### src/rtl/cam_pattern_tx.sv
// Synthetic OV-style camera source: VSYNC/HREF/8-bit RGB565 stream (high byte first) with test patterns.
// Latency: every output is registered, one cycle behind the internal state/counters.
// Backpressure: none; free-running source paced only by cmos_pclk, enable is honoured at frame boundaries.
module cam_pattern_tx #(
    parameter int H_ACTIVE = 640,
    parameter int H_BLANK  = 288,
    parameter int V_ACTIVE = 480,
    parameter int VS_LINES = 3,
    parameter int VB_LINES = 17,
    parameter int VF_LINES = 10
) (
    input  logic        cmos_pclk,
    input  logic        rst_133,
    input  logic        enable,
    input  logic [1:0]  pattern_sel,
    output logic        cmos_vsyn,
    output logic        cmos_href,
    output logic [7:0]  cmos_data,
    output logic        frame_done,
    output logic [15:0] frame_cnt,
    output logic        busy
);

    localparam int LINE_LEN    = 2 * H_ACTIVE + H_BLANK;
    localparam int FRAME_LINES = VS_LINES + VB_LINES + V_ACTIVE + VF_LINES;
    localparam int BAR_W       = H_ACTIVE / 8;

    localparam logic [11:0] BCNT_LAST  = 12'(LINE_LEN - 1);
    localparam logic [11:0] HREF_END   = 12'(2 * H_ACTIVE);
    localparam logic [11:0] BAR_PX_END = 12'(BAR_W - 1);
    localparam logic [10:0] LCNT_LAST  = 11'(FRAME_LINES - 1);
    localparam logic [10:0] VS_LAST    = 11'(VS_LINES - 1);
    localparam logic [10:0] VB_LAST    = 11'(VS_LINES + VB_LINES - 1);
    localparam logic [10:0] VA_LAST    = 11'(VS_LINES + VB_LINES + V_ACTIVE - 1);
    localparam logic [10:0] ACT_FIRST  = 11'(VS_LINES + VB_LINES);

    typedef enum logic [2:0] {
        ST_IDLE,
        ST_VSYNC,
        ST_VBACK,
        ST_ACTIVE,
        ST_VFRONT
    } state_t;

    state_t      r_state;
    state_t      w_next_state;
    state_t      w_first_state;
    logic [11:0] r_bcnt;
    logic [10:0] r_lcnt;
    logic [11:0] r_bar_px;
    logic [2:0]  r_bar;
    logic [1:0]  r_pat;
    logic [15:0] r_solid;
    logic [15:0] r_fcnt;
    logic        r_end;

    logic        w_line_end;
    logic        w_frame_end;
    logic        w_start;
    logic        w_href;
    logic [10:0] w_x;
    logic [7:0]  w_y;
    logic [15:0] w_bar_rgb;
    logic [15:0] w_pix;

    assign w_line_end  = (r_bcnt == BCNT_LAST);
    assign w_frame_end = (r_state != ST_IDLE) && w_line_end && (r_lcnt == LCNT_LAST);
    assign w_start     = enable && ((r_state == ST_IDLE) || w_frame_end);
    assign w_href      = (r_state == ST_ACTIVE) && (r_bcnt < HREF_END);
    assign w_x         = r_bcnt[11:1];
    assign w_y         = 8'(r_lcnt - ACT_FIRST);

    // Entry state of a frame: zero-length sync/back-porch sections are skipped.
    always_comb begin
        w_first_state = ST_ACTIVE;
        if (VS_LINES > 0) begin
            w_first_state = ST_VSYNC;
        end else if (VB_LINES > 0) begin
            w_first_state = ST_VBACK;
        end
    end

    // State register.
    always_ff @(posedge cmos_pclk or negedge rst_133) begin
        if (!rst_133) begin
            r_state <= ST_IDLE;
        end else begin
            r_state <= w_next_state;
        end
    end

    // Next-state: sections advance on the last byte of their last line.
    always_comb begin
        w_next_state = r_state;
        case (r_state)
            ST_IDLE: begin
                if (enable) w_next_state = w_first_state;
            end
            ST_VSYNC: begin
                if (w_line_end && r_lcnt == VS_LAST) begin
                    if (VB_LINES > 0) w_next_state = ST_VBACK;
                    else              w_next_state = ST_ACTIVE;
                end
            end
            ST_VBACK: begin
                if (w_line_end && r_lcnt == VB_LAST) w_next_state = ST_ACTIVE;
            end
            ST_ACTIVE: begin
                if (w_line_end && r_lcnt == VA_LAST) begin
                    if (VF_LINES > 0)  w_next_state = ST_VFRONT;
                    else if (enable)   w_next_state = w_first_state;
                    else               w_next_state = ST_IDLE;
                end
            end
            ST_VFRONT: begin
                if (w_frame_end) begin
                    if (enable) w_next_state = w_first_state;
                    else        w_next_state = ST_IDLE;
                end
            end
            default: w_next_state = ST_IDLE;
        endcase
    end

    // Byte and line counters; held at zero while idle so every frame starts at line 0.
    always_ff @(posedge cmos_pclk or negedge rst_133) begin
        if (!rst_133) begin
            r_bcnt <= '0;
            r_lcnt <= '0;
        end else if (r_state == ST_IDLE) begin
            r_bcnt <= '0;
            r_lcnt <= '0;
        end else if (w_line_end) begin
            r_bcnt <= '0;
            r_lcnt <= (r_lcnt == LCNT_LAST) ? '0 : r_lcnt + 11'd1;
        end else begin
            r_bcnt <= r_bcnt + 12'd1;
        end
    end

    // Colour-bar index tracked incrementally so no divider is needed for x/(H_ACTIVE/8).
    always_ff @(posedge cmos_pclk or negedge rst_133) begin
        if (!rst_133) begin
            r_bar_px <= '0;
            r_bar    <= '0;
        end else if (r_state == ST_IDLE || w_line_end) begin
            r_bar_px <= '0;
            r_bar    <= '0;
        end else if (r_bcnt[0] && r_bcnt < HREF_END) begin
            if (r_bar_px == BAR_PX_END) begin
                r_bar_px <= '0;
                r_bar    <= r_bar + 3'd1;
            end else begin
                r_bar_px <= r_bar_px + 12'd1;
            end
        end
    end

    // Frame bookkeeping: pattern/solid latch at frame start, completion count and end flag.
    always_ff @(posedge cmos_pclk or negedge rst_133) begin
        if (!rst_133) begin
            r_pat   <= '0;
            r_solid <= '0;
            r_fcnt  <= '0;
            r_end   <= 1'b0;
        end else begin
            r_end <= w_frame_end;
            if (w_frame_end) r_fcnt <= r_fcnt + 16'd1;
            if (w_start) begin
                r_pat   <= pattern_sel;
                // A back-to-back start coincides with the finishing frame being counted.
                r_solid <= (r_state == ST_IDLE) ? r_fcnt : r_fcnt + 16'd1;
            end
        end
    end

    // RGB565 colour-bar palette.
    always_comb begin
        w_bar_rgb = 16'h0000;
        case (r_bar)
            3'd0: w_bar_rgb = 16'hFFFF;
            3'd1: w_bar_rgb = 16'hFFE0;
            3'd2: w_bar_rgb = 16'h07FF;
            3'd3: w_bar_rgb = 16'h07E0;
            3'd4: w_bar_rgb = 16'hF81F;
            3'd5: w_bar_rgb = 16'hF800;
            3'd6: w_bar_rgb = 16'h001F;
            default: w_bar_rgb = 16'h0000;
        endcase
    end

    // Pixel value for the current byte position under the latched pattern.
    always_comb begin
        w_pix = 16'h0000;
        case (r_pat)
            2'd0:    w_pix = w_bar_rgb;
            2'd1:    w_pix = {5'd0, w_x};
            2'd2:    w_pix = {w_y, w_x[7:0]};
            default: w_pix = r_solid;
        endcase
    end

    // Registered sensor-side outputs.
    always_ff @(posedge cmos_pclk or negedge rst_133) begin
        if (!rst_133) begin
            cmos_vsyn  <= 1'b0;
            cmos_href  <= 1'b0;
            cmos_data  <= 8'h00;
            frame_done <= 1'b0;
            frame_cnt  <= 16'h0000;
            busy       <= 1'b0;
        end else begin
            cmos_vsyn  <= (r_state == ST_VSYNC);
            cmos_href  <= w_href;
            cmos_data  <= w_href ? (r_bcnt[0] ? w_pix[7:0] : w_pix[15:8]) : 8'h00;
            frame_done <= r_end;
            frame_cnt  <= r_fcnt;
            busy       <= (r_state != ST_IDLE) || r_end;
        end
    end

endmodule

### config.mk
export PLATFORM = sky130hd
export DESIGN_NAME = cam_pattern_tx
export DESIGN_NICKNAME = d
export VERILOG_FILES = /design/src/rtl/cam_pattern_tx.sv
export SDC_FILE = /design/constraint.sdc
export NUM_CORES = 1
export LEC_CHECK = 0
export CORE_ASPECT_RATIO = 0.75
export CORE_UTILIZATION = 55
export CTS_CLUSTER_DIAMETER = 60
export DETAILED_ROUTE_END_ITERATION = 10
export PLACE_DENSITY = 0.75
export SLEW_MARGIN = 10
export SYNTH_ARGS = -nofsm -noshare
export SYNTH_HDL_FRONTEND = slang
export SYNTH_SLANG_ARGS = --single-unit
### constraint.sdc
create_clock -name cmos_pclk -period 5.83 [get_ports cmos_pclk]
set_input_delay 1.166 -clock cmos_pclk [delete_from_list [all_inputs] [get_ports cmos_pclk]]
set_output_delay 1.166 -clock cmos_pclk [all_outputs]
set_load 0.005 [all_outputs]
* Word-level counts from Yosys, hierarchy flattened
Index checks and enable logic that the tools add are counted.
** Storage, ports and cells
- Register bits :: 104
- Input port bits :: 5
- Output and inout bits :: 28
- Word-level logic and storage cells :: 88
** Cells by class
- $add $sub $neg :: 6
- Magnitude comparators :: 1
- Equality and inequality tests :: 23
- Multiplexer cells :: 23
- Reductions and logical operators :: 20
** Operator list (number)
- 16-bit case mux with 7 select lines :: 1
- 12-bit two-way mux :: 5
- 16-bit case mux with 3 select lines :: 1
- 11-bit two-way mux :: 3
- 12-bit by 1-bit adder with 12-bit output (second input constant) :: 2
- 3-bit two-way mux :: 8
- 11-bit by 9-bit equality test with 1-bit output (second input constant) :: 2
- 16-bit by 1-bit adder with 16-bit output (second input constant) :: 1
- 16-bit two-way mux :: 1
- 8-bit two-way mux :: 2
- 3-bit case mux with 5 select lines :: 1
- 12-bit by 11-bit equality test with 1-bit output (second input constant) :: 1
- 12-bit by 7-bit equality test with 1-bit output (second input constant) :: 1
- 3-bit by 2-bit equality test with 1-bit output (second input constant) :: 4
- 3-bit equality test (second input constant) :: 4
- 12-bit by 11-bit < comparator with 1-bit output (second input constant) :: 1
- 11-bit by 1-bit adder with 11-bit output (second input constant) :: 1
- 11-bit by 2-bit equality test with 1-bit output (second input constant) :: 1
- 11-bit by 5-bit equality test with 1-bit output (second input constant) :: 1
- 1-bit logical AND :: 8
- 2-bit != test (second input constant) :: 4
- 8-bit by 5-bit subtractor with 8-bit output (second input constant) :: 1
- 3-bit by 1-bit equality test with 1-bit output (second input constant) :: 2
- 3-bit logical NOT :: 2
- other kinds (11) :: 15

* Logic depth before layout (Yosys ltp)
- Depth after elaboration :: 5
- Mapped depth :: 8
- Depth with buffers taken out :: 7

* Least setup slack after synthesis
No wires, ideal clock.
- Path kind :: input to register
- Start :: in enable
- End :: reg r_pat[0]
- Setup time :: 125 ps
- Arrival time :: 2000 ps
- Data required time :: 5705 ps
- Setup slack :: 3705 ps
- Stages on the path :: 4
- Path buffers :: 2
- Path through :: buf_1 > o21ai_2 > buf_6 > mux2_4
** Between the ends
- Cells in the longest elaborated chain, start to end :: 1
** RTL lines
- start: declaration :: RTL line 14 : input logic enable,
- 1-bit logical AND :: RTL line 68 : assign w_start = enable && ((r_state == ST_IDLE) || w_frame_end);
- end signal: assignment :: RTL line 170 : r_pat <= pattern_sel;
- end: declaration :: RTL line 52 : logic [1:0] r_pat;
No other way between the ends.
A chain may end at the register's enable or synchronous reset.

* Worst setup path in the final report
- Start :: reg r_bcnt[0]
- End :: reg r_solid[3]
** Between the ends
- Cells in the longest elaborated chain, start to end :: 5
** RTL lines
- start: declaration :: RTL line 48 : logic [11:0] r_bcnt;
- start signal: assignment :: RTL line 137 : r_bcnt <= r_bcnt + 12'd1;
- 12-bit by 11-bit equality test with 1-bit output :: RTL line 66 : assign w_line_end = (r_bcnt == BCNT_LAST);
- 1-bit logical AND (2 in a row) :: RTL line 67 : assign w_frame_end = (r_state != ST_IDLE) && w_line_end && (r_lcnt == LCNT_LAST);
- 1-bit logical OR :: RTL line 68
- 1-bit logical AND :: RTL line 68
- end signal: assignment :: RTL line 172 : r_solid <= (r_state == ST_IDLE) ? r_fcnt : r_fcnt + 16'd1;
- end: declaration :: RTL line 53 : logic [15:0] r_solid;
No other way between the ends.

==> results.toml <==
[pwr]
total_power_mw = 1.70
cellPowerDensity_mw_per_mm2 = 286
power.internal_mw = 1.23
irDropWorstVdd_mv = 0.177
leakage_nw = 2.67
p_switching_mw = 0.465
share_clk_of_total_power_pct = 37.5
combPwrFrac_pct = 14.5
seqPwrFrac_pct = 47.9
sw_frac_of_total_pct = 27.4

[place]
gp_congestion = 0.870
pre_cts_ws_ps = 3090
place_area_mm2 = 0.00560
dp_hpwl_mm = 7.68
dp_cells = 656
io_buffers = 32

[outcome]
run_status = "finished clean"

[clock_tree]
cts_sinks = 104
post_cts.resized_instances = 0
cts-buffers-inserted = 9
cts.root.buffer_cell = "sky130_fd_sc_hd__clkbuf_16"
cts_tree = "yes"
postCtsSetupBuffers = 0
ctsLongestPathBuffers = 2
clkLatencyLatePin_ps = 350
cts-hold-fix-buffers = 0
clock_input_transition_at_the_sequential_cells_of_the_worst_setup_and_hold_paths_ps = 70
h_tree_depth = 3

[timing]
slew_headroom_pct = 29.3
report.final.hold_viol_count = 0
final-max-slew-violation-count = 0
final.min_clock_period_ps = 2800
final_cycle_share_pct = 47.9
tightest_slew_ps = 1060
timing.final.setup_violations = 0
rsz0062_at_grt = "false"
fin_tns_setup_ps = 0
fmax_ghz = 0.358
setup_ws_ps = 3030
final.setup_skew_ps = 10.6

[finish]
layoutNonFillerInstCount = 672
finalInstanceArea_mm2 = 0.00593
layout_cell_share_with_drive_strength_beyond_1_pct = 9.19
nets = 558
antenna_cells = 0
most-common-layout-cells = "sky130_fd_sc_hd__dfrtp_1 (104), sky130_fd_sc_hd__nor2_1 (55), sky130_fd_sc_hd__nand2_1 (46), sky130_fd_sc_hd__clkdlybuf4s50_1 (31), sky130_fd_sc_hd__a21oi_1 (25)"
mostFrequentLayoutCell = "sky130_fd_sc_hd__dfrtp_1"
synthToLayoutAreaGrowth_pct = 13.3

[setup_path]
critical_path.max_fanout = 16
cp_top_family = "compound AO/OA/AOI/OAI gates"
timing.critical_path.slowest_stage_cell = "sky130_fd_sc_hd__o21ai_2"
worstSetupPathType = "reg -> reg"
critPathRequiredTime_ps = 6060
end_kind = "flip-flop"
critPathMaxStageDelay_ps = 820
worstSetupStartpoint = "r_bcnt[0]"
regToRegStartpoint = "r_bcnt[0]"
worst_ep_arrival_time_ps = 3020
path_cells = "ha_1 -> and4_1 -> nand3_2 -> nor2_1 -> o21ai_2 -> mux2_2"
worst_setup_path_start_kind = "flip-flop"
timing.critical_path.buf_inv = 0

[yosys]
synth_seq_area_share_pct = 49.7
avgSynthCellArea_um2 = 10.0
syn_inst = 521
number_of_flops_mapped_to_enable_cells_by_yosys = 0
postSynthRegisterBits = 104
yosysWarnings = 0
synth_flop_cell = "sky130_fd_sc_hd__dfrtp_1"
postSynthNetCount = 540
synth_cell_type_count = 58
syn-cell-area_mm2 = 0.00524
synth-async-reset-ratio_pct = 100

[floorplanning]
die_boundary_width_um = 115
die_height_um = 86.5
placement_rows = 30
floorplan.die_area_mm2 = 0.00992
core_area_mm2 = 0.00916
io_pins = 33
start_util_pct = 57.2

[detailed_routing]
post_drt_via_cell_ratio = 5.84
first_iter_violations = 295
wire_per_inst_um = 16.2
antenna_left = 0
drt_pre_antenna_iters = 6
route.detailed.drc = 0
totalWireLength_mm = 10.9
dr_total_vias = 3922

[hold_path]
holdCritStartpoint = "r_end"
worst_hold_path_type = "reg -> reg"

[global_route]
total_grt_usage_pct = 23.7
grt_antenna_before_repair = 0
first_global_vias = 3658
grt_max_degree = 60
grt_first_pass_wirelength_mm = 18.0
grt.overflow.total = 0

[flow_run]
cap_viol_max_count = 0
layer usage:
| layer | share of wire (%) | global-route usage [%] | routed length [um] | vias to the layer above |
|---|---|---|---|---|
| li1 | - | - | - | 1866 |
| met1 | 47 | 34.9 | 5160 | 1898 |
| met2 | 44 | 34.8 | 4790 | 148 |
| met3 | 8.1 | 6.22 | 880 | 10 |
| met4 | 0.85 | 6.61 | 93 | 0 |
| met5 | 0 | 0 | 0 | - |
through the flow:
step	util (%)	hold WS, ps
floorplan	-	346
global placement	61.2	349
detailed placement	61.2	353
CTS	64.7	367
global route	64.7	374
finish	64.7	364
cell type report:
class	instances	area, um^2
timing repair buffer	35	340
multi-input combinational	367	2420
fill	715	3230
inverter	22	82.6
clock buffer	13	280
tap	128	160
clock inverter	3	47.5
sequential	104	2600
worst paths after layout:
check | to | slack, ps | depth (start not counted)
max | r_solid[3] | 3030 | 6
min | frame_done | 360 | 0
max reg2reg | r_solid[3] | 3030 | 6
min reg2reg | frame_done | 360 | 0
max in group asynchronous | r_solid[13] | 3900 | 2
min in group asynchronous | frame_cnt[1] | 810 | 1
kinds of logic (layout without fill, tap and decap cells):
family	Yosys count	after routing	synth area share (%)
AOI/OAI and AO/OA	93	93	11.4
xor gates and xnor gates	47	47	7.86
adders and majority gates	14	14	3.35
buffers and inverters	50	73	4.13
DFF	104	104	49.7
muxes	17	17	4.37
and+or+nand+nor	196	196	19.2
state kept, by name (all words and copies together), names as in the netlist:
register and count:
frame_cnt 16, cmos_vsyn 1, cmos_data 8, r_bcnt 12, r_state 3, frame_done 1, r_pat 2, r_fcnt 16
r_lcnt 11, r_solid 16, cmos_href 1, r_bar 3, r_bar_px 12, busy 1, r_end 1
power by group through the flow:
| stage | logic, mW | clock network, mW | registers [mW] |
|---|---|---|---|
| 2_1_floorplan | 0.199 | 0 | 0.799 |
| 3_3_place_gp | 0.234 | 0 | 0.822 |
| 3_5_place_dp | 0.242 | 0 | 0.825 |
| 4_1_cts | 0.244 | 0.648 | 0.812 |
| 5_1_grt | 0.279 | 0.678 | 0.821 |
| 6_report | 0.247 | 0.638 | 0.814 |
cell usage after synthesis (11+ instances only):
cell / count / area share, %
sky130_fd_sc_hd__or3_1: 11 / 1.3
sky130_fd_sc_hd__xor2_1: 24 / 4.0
sky130_fd_sc_hd__ha_1: 14 / 3.3
sky130_fd_sc_hd__nor2_1: 55 / 3.9
sky130_fd_sc_hd__nand3_1: 15 / 1.4
sky130_fd_sc_hd__nand2_1: 46 / 3.3
sky130_fd_sc_hd__inv_1: 22 / 1.6
sky130_fd_sc_hd__clkbuf_1: 15 / 1.1
sky130_fd_sc_hd__a21oi_1: 25 / 2.4
sky130_fd_sc_hd__nor3_1: 14 / 1.3
sky130_fd_sc_hd__xnor2_1: 23 / 3.8
sky130_fd_sc_hd__dfrtp_1: 104 / 50
sky130_fd_sc_hd__o21ai_0: 24 / 2.3
Note: power is estimated with default switching activity, not from simulation.
